File: config.mk
export PLATFORM = sky130hd
export DESIGN_NAME = mem_port_arbiter
export DESIGN_NICKNAME = d
export VERILOG_FILES = /design/src/rtl/mem_port_arbiter.sv
export SDC_FILE = /design/constraint.sdc
export NUM_CORES = 1
export LEC_CHECK = 0
export CAP_MARGIN = 40
export CORE_ASPECT_RATIO = 1.2
export CORE_MARGIN = 10
export CORE_UTILIZATION = 45
export CTS_CLUSTER_DIAMETER = 80
export DETAILED_ROUTE_END_ITERATION = 7
export PLACE_DENSITY = 0.76
export RECOVER_POWER = 25
export SLEW_MARGIN = 30
export SYNTH_ARGS = -nofsm -noshare
export SYNTH_HDL_FRONTEND = slang
export SYNTH_SLANG_ARGS = --single-unit
File: constraint.sdc
create_clock -name clk -period 4.9 [get_ports clk]
set_clock_uncertainty 0.05 [all_clocks]
set_input_delay 1.47 -clock clk [delete_from_list [all_inputs] [get_ports clk]]
set_output_delay 1.47 -clock clk [all_outputs]
set_load 0.02 [all_outputs]
File: src/rtl/mem_port_arbiter.sv
// mem_port_arbiter: one byte-wide synchronous RAM port shared by instruction
// fetch and load/store. Each access is split into byte cycles and assembled
// little-endian. The block also produces the pipeline stall vector.
module mem_port_arbiter #(
  parameter int ADDR_W = 17
) (
  input  logic              clk,
  input  logic              rst,
  input  logic              if_req,
  input  logic [31:0]       if_addr,
  output logic [31:0]       if_data,
  output logic              if_done,
  input  logic              mem_req,
  input  logic              mem_we,
  input  logic [1:0]        mem_len,
  input  logic [31:0]       mem_addr,
  input  logic [31:0]       mem_wdata,
  output logic [31:0]       mem_rdata,
  output logic              mem_done,
  input  logic              id_stall_req,
  input  logic              ex_stall_req,
  output logic [ADDR_W-1:0] ram_addr,
  output logic              ram_we,
  output logic [7:0]        ram_dout,
  input  logic [7:0]        ram_din,
  output logic [5:0]        stall
);

  typedef enum logic [1:0] {IDLE = 2'd0, READ = 2'd1, WRITE = 2'd2, DONE = 2'd3} state_t;

  state_t            state_r, state_nxt_s;
  logic              req_mem_r, req_mem_nxt_s;
  logic [ADDR_W-1:0] base_r, base_nxt_s;
  logic [2:0]        n_r, n_nxt_s;
  logic [2:0]        cnt_r, cnt_nxt_s;
  logic [31:0]       wdata_r, wdata_nxt_s;
  logic [31:0]       asm_r, asm_nxt_s;
  logic [31:0]       if_data_r, if_data_nxt_s;
  logic [31:0]       mem_rdata_r, mem_rdata_nxt_s;
  logic              if_done_r, if_done_nxt_s;
  logic              mem_done_r, mem_done_nxt_s;
  logic [ADDR_W-1:0] ram_addr_r, ram_addr_nxt_s;
  logic              ram_we_r, ram_we_nxt_s;
  logic [7:0]        ram_dout_r, ram_dout_nxt_s;
  logic [1:0]        byte_sel_s;
  logic              unused_s;

  // Address bits above the RAM size are dropped by design.
  assign unused_s = ^{if_addr[31:ADDR_W], mem_addr[31:ADDR_W]};

  // Byte count of an access; length code 3 is handled as a full word.
  function automatic logic [2:0] len_to_n(input logic [1:0] len);
    case (len)
      2'd0:    len_to_n = 3'd1;
      2'd1:    len_to_n = 3'd2;
      default: len_to_n = 3'd4;
    endcase
  endfunction

  // State register.
  always_ff @(posedge clk) begin
    if (rst) begin
      state_r <= IDLE;
    end else begin
      state_r <= state_nxt_s;
    end
  end

  // Next-state logic: MEM wins in IDLE; READ spans N+1 cycles, WRITE spans N.
  always_comb begin
    state_nxt_s = state_r;
    case (state_r)
      IDLE: begin
        if (mem_req) begin
          state_nxt_s = mem_we ? WRITE : READ;
        end else if (if_req) begin
          state_nxt_s = READ;
        end else begin
          state_nxt_s = IDLE;
        end
      end
      READ: begin
        if (cnt_r == n_r) state_nxt_s = DONE;
        else              state_nxt_s = READ;
      end
      WRITE: begin
        if (cnt_r == (n_r - 3'd1)) state_nxt_s = DONE;
        else                       state_nxt_s = WRITE;
      end
      DONE:    state_nxt_s = IDLE;
      default: state_nxt_s = IDLE;
    endcase
  end

  // Output and datapath logic: grant latching, byte assembly, and the RAM
  // port values for the coming cycle so that every output is registered.
  always_comb begin
    req_mem_nxt_s   = req_mem_r;
    base_nxt_s      = base_r;
    n_nxt_s         = n_r;
    cnt_nxt_s       = cnt_r;
    wdata_nxt_s     = wdata_r;
    asm_nxt_s       = asm_r;
    if_data_nxt_s   = if_data_r;
    mem_rdata_nxt_s = mem_rdata_r;
    if_done_nxt_s   = 1'b0;
    mem_done_nxt_s  = 1'b0;
    byte_sel_s      = cnt_r[1:0] - 2'd1;
    case (state_r)
      IDLE: begin
        if (mem_req) begin
          req_mem_nxt_s = 1'b1;
          base_nxt_s    = mem_addr[ADDR_W-1:0];
          n_nxt_s       = len_to_n(mem_len);
          wdata_nxt_s   = mem_wdata;
          asm_nxt_s     = 32'd0;
          cnt_nxt_s     = 3'd0;
        end else if (if_req) begin
          req_mem_nxt_s = 1'b0;
          base_nxt_s    = if_addr[ADDR_W-1:0];
          n_nxt_s       = 3'd4;
          asm_nxt_s     = 32'd0;
          cnt_nxt_s     = 3'd0;
        end else begin
          cnt_nxt_s     = 3'd0;
        end
      end
      READ: begin
        // Byte cnt-1 returns now, one cycle behind its address.
        if (cnt_r != 3'd0) asm_nxt_s[{byte_sel_s, 3'b000} +: 8] = ram_din;
        else               asm_nxt_s = asm_r;
        if (cnt_r == n_r) begin
          if (req_mem_r) begin
            mem_rdata_nxt_s = asm_nxt_s;
            mem_done_nxt_s  = 1'b1;
          end else begin
            if_data_nxt_s   = asm_nxt_s;
            if_done_nxt_s   = 1'b1;
          end
        end else begin
          cnt_nxt_s = cnt_r + 3'd1;
        end
      end
      WRITE: begin
        if (cnt_r == (n_r - 3'd1)) mem_done_nxt_s = 1'b1;
        else                       cnt_nxt_s = cnt_r + 3'd1;
      end
      DONE:    cnt_nxt_s = cnt_r;
      default: cnt_nxt_s = 3'd0;
    endcase

    ram_addr_nxt_s = {ADDR_W{1'b0}};
    ram_we_nxt_s   = 1'b0;
    ram_dout_nxt_s = 8'd0;
    if ((state_nxt_s == READ) && (cnt_nxt_s < n_nxt_s)) begin
      ram_addr_nxt_s = base_nxt_s + ADDR_W'(cnt_nxt_s);
    end else if (state_nxt_s == WRITE) begin
      ram_addr_nxt_s = base_nxt_s + ADDR_W'(cnt_nxt_s);
      ram_we_nxt_s   = 1'b1;
      ram_dout_nxt_s = wdata_nxt_s[{cnt_nxt_s[1:0], 3'b000} +: 8];
    end else begin
      ram_addr_nxt_s = {ADDR_W{1'b0}};
    end
  end

  // Datapath and output registers; reset drops any access in flight.
  always_ff @(posedge clk) begin
    if (rst) begin
      req_mem_r   <= 1'b0;
      base_r      <= {ADDR_W{1'b0}};
      n_r         <= 3'd0;
      cnt_r       <= 3'd0;
      wdata_r     <= 32'd0;
      asm_r       <= 32'd0;
      if_data_r   <= 32'd0;
      mem_rdata_r <= 32'd0;
      if_done_r   <= 1'b0;
      mem_done_r  <= 1'b0;
      ram_addr_r  <= {ADDR_W{1'b0}};
      ram_we_r    <= 1'b0;
      ram_dout_r  <= 8'd0;
    end else begin
      req_mem_r   <= req_mem_nxt_s;
      base_r      <= base_nxt_s;
      n_r         <= n_nxt_s;
      cnt_r       <= cnt_nxt_s;
      wdata_r     <= wdata_nxt_s;
      asm_r       <= asm_nxt_s;
      if_data_r   <= if_data_nxt_s;
      mem_rdata_r <= mem_rdata_nxt_s;
      if_done_r   <= if_done_nxt_s;
      mem_done_r  <= mem_done_nxt_s;
      ram_addr_r  <= ram_addr_nxt_s;
      ram_we_r    <= ram_we_nxt_s;
      ram_dout_r  <= ram_dout_nxt_s;
    end
  end

  // Stall vector: oldest hazard first; WB always advances.
  always_comb begin
    stall = 6'b000000;
    if (mem_req && !mem_done_r)    stall = 6'b011111;
    else if (ex_stall_req)         stall = 6'b001111;
    else if (id_stall_req)         stall = 6'b000111;
    else if (if_req && !if_done_r) stall = 6'b000011;
    else                           stall = 6'b000000;
  end

  assign if_data   = if_data_r;
  assign if_done   = if_done_r;
  assign mem_rdata = mem_rdata_r;
  assign mem_done  = mem_done_r;
  assign ram_addr  = ram_addr_r;
  assign ram_we    = ram_we_r;
  assign ram_dout  = ram_dout_r;

endmodule

==> flow_summary.toml, run 1 <==
[flow_run]
maxCapViolCount = 2

[logic_synthesis]
synthFlopType = "dfxtp_1"
synth_edf_count = 0
synth_area_leader_cell = "dfxtp_1"
synth.distinct_cells = 51
synth_fp_nets = 979
synth_cells = 849
synthArstFlopShare_pct = 0
synth_area_mm2 = 0.00759
synth-seq-cells = 182
synth_top_area_share_pct = 48.0
synth_area_leaders = "dfxtp_1, nor2_1, a211oi_1, mux2i_1, a21oi_1"
ys_warn_count = 0
avgSynthCellArea_um2 = 8.94
seq_area_frac_synth_pct = 48.0

[drt]
drtIter0Drc = 611
drt_wl_total_um = 20800
met1_length_um = 8680
route.met2.wl_um = 10400
drc = 0
wl_per_cell_um = 16.9
wl_met3_um = 1250
ant_nets = 0
vias = 6509
firstDrtPassIters = 5
dr.max_layer_used = "met4"
viasPerCell = 5.29

[worst_setup_path]
rrSetupSlack_ns = 0.67
cp.required_ns = 3.38
path_class = "input port to output pin"
critPathLaunchType = "input port"
worstPathMaxFanout = 3
worstSetupEndpointType = "output pin"
arrival_ns = 3.21

[sta]
tightest_slew_ns = 3.05
hold_violations = 0
fin_hold_ws_ns = 0.437
drv_slew = 97
period_share_pct = 96.5
fmax_mhz = 211
min_period_ns = 4.73
finalSetupViolations = 0
finalSetupTns_ns = 0
rsz0062_at_grt = "false"
slew_headroom_pct = -103

[die]
chipWidth_um = 139
ioPinCount = 211
rows = 51
start_util_pct = 46.3
coreArea_mm2 = 0.0164
dieHeight_um = 162
dieArea_mm2 = 0.0225

[power]
total_power_mw = 4.64
internal_power_mw = 3.11
irDropWorstVdd_uv = 230
swShare_pct = 33.0
power.leakage_nw = 3.88
power.switching_mw = 1.53
power_frac_clock_pct = 29.3
p_seq_share_pct = 38.2
power_frac_comb_pct = 32.5
power_density_mw_per_mm2 = 459

[clocking]
clk_latency_ns = 0.43
cts_resized = 0
holdBufCountCts = 0
clockBufferDepth = 2
clock-sinks = 182
clk_pin_slew_ns = 0.06
h-tree-depth = 4
cts-root-buf = "clkbuf_16"
cts_tree = "yes"
post_cts_buffers = 0
cts_buffers = 17

[worst_hold_path]
hold_path.class = "flip-flop to flip-flop"

[layout]
final_common_cell = "nor2_1"
diodes = 0
layout_common_cells = "nor2_1, dfxtp_1, clkdlybuf4s50_1"
area_growth_pct = 33.3
n_fill_cell = 1438
drive_gt1_share_pct = 6.18
layout.nets = 1137
stdcell_count = 1231

[global_route]
globalRoute.totalOverflow = 0
grt_pass1_wl_um = 33900
grt_util_all_layers_pct = 18.1
grt_antenna_before_repair = 0
grt_pass1_vias = 6530
grt_max_degree = 72

[placement]
hpwl_um = 15000
placedCellCount = 1199
routabilityCongestion = 0.813
io_buffers = 179

[outcome]
outcome = "finished, violations left"
violations = "max-capacitance violations, max-slew violations"
through the flow:
step | util [%] | cell area [µm²] | setup slack, ns
after floorplan | - | 7590 | 0.358
after global routing | 61.6 | 10100 | 0.0139
after global placement | 58.1 | 9530 | 0.189
final | 61.6 | 10100 | 0.171
after CTS | 62.0 | 10200 | 0.141
after detailed placement | 58.4 | 9580 | 0.138
critical path: stages:
cell	delay [ns]
clkdlybuf4s50_1	0.54
clkinv_1	0.13
nor2_1	0.17
or3_1	0.14
o21bai_1	0.12
clkdlybuf4s50_1	0.64
cell type report:
type	instances	area, µm²	share of cell area (%)
flip-flops and latches	182	3640	36.0
well taps	212	265	2.62
clock buffers	21	460	4.55
repair buffers	200	1940	19.2
inverters	17	63.8	0.631
clock inverters	10	120	1.19
multi-input cells	589	3610	35.8
cells in the mapped netlist (all sizes together), types with 2 or more instances:
| cell | instances |
|---|---|
| a211oi | 66 |
| a21o | 12 |
| a21oi | 59 |
| a22o | 10 |
| a22oi | 12 |
| a32oi | 7 |
| and2 | 3 |
| buf | 17 |
| clkbuf | 44 |
| dfxtp | 182 |
| ha | 16 |
| inv | 16 |
| mux2i | 48 |
| nand2 | 22 |
| nand2b | 3 |
| nand3 | 5 |
| nand3b | 2 |
| nand4 | 6 |
| nor2 | 208 |
| nor2b | 9 |
| nor3 | 21 |
| nor4 | 6 |
| nor4b | 2 |
| o21ai | 5 |
| o22ai | 33 |
| or2 | 5 |
| xnor2 | 12 |
| xor2 | 6 |
worst paths after layout:
path | from | endpoint | cells after the start
max | mem_req | stall[0] | 6
min | asm_r[26] | asm_r[26] | 2
max reg2reg | cnt_r[0] | mem_rdata[28] | 7
min reg2reg | asm_r[26] | asm_r[26] | 2
flip-flops by register name, summed over array words and instances, names as in the netlist, 2 cells and up:
| register | flops |
|---|---|
| n_r | 3 |
| ram_addr | 17 |
| ram_dout | 8 |
| asm_r | 32 |
| mem_rdata | 32 |
| base_r | 17 |
| cnt_r | 3 |
| state_r | 2 |
| wdata_r | 32 |
| if_data | 32 |
power groups by stage:
stage | Combinational [mW] | Clock, mW | Sequential (mW)
floorplan | 0.853 | 0 | 1.94
global placement | 1.49 | 0 | 1.80
detailed placement | 1.52 | 0 | 1.80
CTS | 1.53 | 1.38 | 1.77
global route | 1.65 | 1.45 | 1.80
finish | 1.51 | 1.36 | 1.77
cells by family after synthesis:
logic type / after synthesis / share of synthesized area, %
and+or+nand+nor: 295 / 17.5
AOI/OAI and AO/OA: 209 / 18.5
DFF: 182 / 48.0
buffers and inverters: 78 / 4.37
muxes: 48 / 6.33
xor gates and xnor gates: 19 / 2.38
adders and majority gates: 17 / 2.90
other: 1 / 0.0494
metal layers:
layer / up-vias / track usage [%]
met5: - / 0
met4: 0 / 6.48
met3: 33 / 5.54
met2: 175 / 31.0
met1: 3009 / 20.9
li1: 3292 / -
Note: power is estimated with default switching activity, not from simulation.
==> run 2, diff against run 1 <==
- CORE_UTILIZATION: 45 -> 30
- MAX_ROUTING_LAYER: default -> met4
- PLACE_DENSITY: 0.76 -> default
- clock period: 4.9 -> 5.35 ns (I/O delays scaled with it)
==> flow_summary.toml, run 2 (synthesis gave the netlist of run 1 again) <==
[placement]
place_area_mm2 = 0.00968
io_buffers = 179
hpwl_um = 16000
routabilityCongestion = 0.786

[drt]
drt_wl_total_um = 22100
vias = 6406
drc = 0
ant_nets = 0
firstDrtPassIters = 4
wl_per_cell_um = 16.5
drtIter0Drc = 400
viasPerCell = 4.78

[clocking]
holdBufCountCts = 0
clockBufferDepth = 2
cts_buffers = 17
clk_latency_ns = 0.43
post_cts_buffers = 0
h-tree-depth = 4
clock-sinks = 182
clk_pin_slew_ns = 0.06
cts_tree = "yes"
cts-root-buf = "clkbuf_16"
cts_resized = 0

[die]
rows = 63
dieArea_mm2 = 0.0321
ioPinCount = 211
dieHeight_um = 194
chipWidth_um = 165
start_util_pct = 30.6
coreArea_mm2 = 0.0248

[global_route]
grt_pass1_vias = 6351
grt_max_degree = 65
grt_antenna_before_repair = 0
grt_pass1_wl_um = 35200
grt_util_all_layers_pct = 14.1
globalRoute.totalOverflow = 0

[sta]
slew_headroom_pct = -38.8
tightest_slew_ns = 2.08
finalSetupTns_ns = 0
fmax_mhz = 195
drv_slew = 46
rsz0062_at_grt = "false"
hold_violations = 0
min_period_ns = 5.13
period_share_pct = 95.9
finalSetupViolations = 0

[power]
irDropWorstVdd_uv = 214
power.leakage_nw = 3.87
power_density_mw_per_mm2 = 415

[layout]
area_growth_pct = 34.9
layout.nets = 1135
final_common_cell = "nor2_1"
finalInstanceArea_mm2 = 0.0102
layout_common_cells = "nor2_1, dfxtp_1, clkdlybuf4s50_1"
diodes = 0
drive_gt1_share_pct = 6.69

[outcome]
violations = "max-capacitance violations, max-slew violations"
outcome = "finished, violations left"

[worst_setup_path]
worstSetupEndpointType = "output pin"
worstPathMaxFanout = 3
cp.required_ns = 3.70
critPathLaunchType = "input port"
path_class = "input port to output pin"
arrival_ns = 3.48

[flow_run]
maxCapViolCount = 1

[worst_hold_path]
hold_path.class = "flip-flop to flip-flop"
run 2: changes by cell type in the layout (fill, tap and decap cells not counted), sizes merged:
| cell | before | now |
|---|---|---|
| clkbuf | 28 | 22 |
| buf | 15 | 17 |
| clkinvlp | 2 | 3 |
run 2: metal layers:
layer  track usage (%)  vias to the layer above  share of wire (%)
li1                  -                     3284                  -
met1              16.9                     2983                 44
met2              23.6                      127                 51
met3              2.80                       12                4.5
met4              3.44                        0               0.92
met5                 -                        -                  0
run 2: final cells by class:
cell class              instances  area (µm²)
clock buffers                  19         443
clock inverters                11         124
fillers                      2554       14600
inverters                      17        63.8
multi-input cells             589        3630
flip-flops and latches        182        3640
well taps                     325         407
repair buffers                198        1920
run 2: report_power, final:
part / internal [mW] / switching (mW)
registers: 1.54 / 0.0833
clock network: 0.698 / 0.539
logic: 0.590 / 0.793
total: 2.83 / 1.42
run 2: path summary, 6_finish.rpt:
kind | end | from | depth (start not counted) | slack, ns
hold reg to reg | asm_r[12] | asm_r[12] | 2 | 0.44
hold / removal | asm_r[12] | asm_r[12] | 2 | 0.44
setup reg to reg | ram_addr[6] | cnt_r[0] | 12 | 1.53
setup / recovery | stall[0] | mem_req | 6 | 0.22
run 2: per-stage QoR:
step	power (mW)	util, %	instances	worst slack (ns)	hold slack, ns
floorplan	2.56	-	849	0.538	0.400
CTS	4.30	41.2	1341	0.210	0.441
detailed placement	3.05	39.0	1311	0.211	0.425
global placement	3.04	39.0	1311	0.257	0.414
global route	4.50	41.2	1341	0.131	0.462
finish	4.24	41.2	1341	0.219	0.436
run 2: critical path, stage by stage:
cell	delay, ns
clkdlybuf4s50_1	0.57
clkinv_1	0.12
nor2_1	0.25
or3_1	0.17
o21bai_1	0.13
clkdlybuf4s50_1	0.64
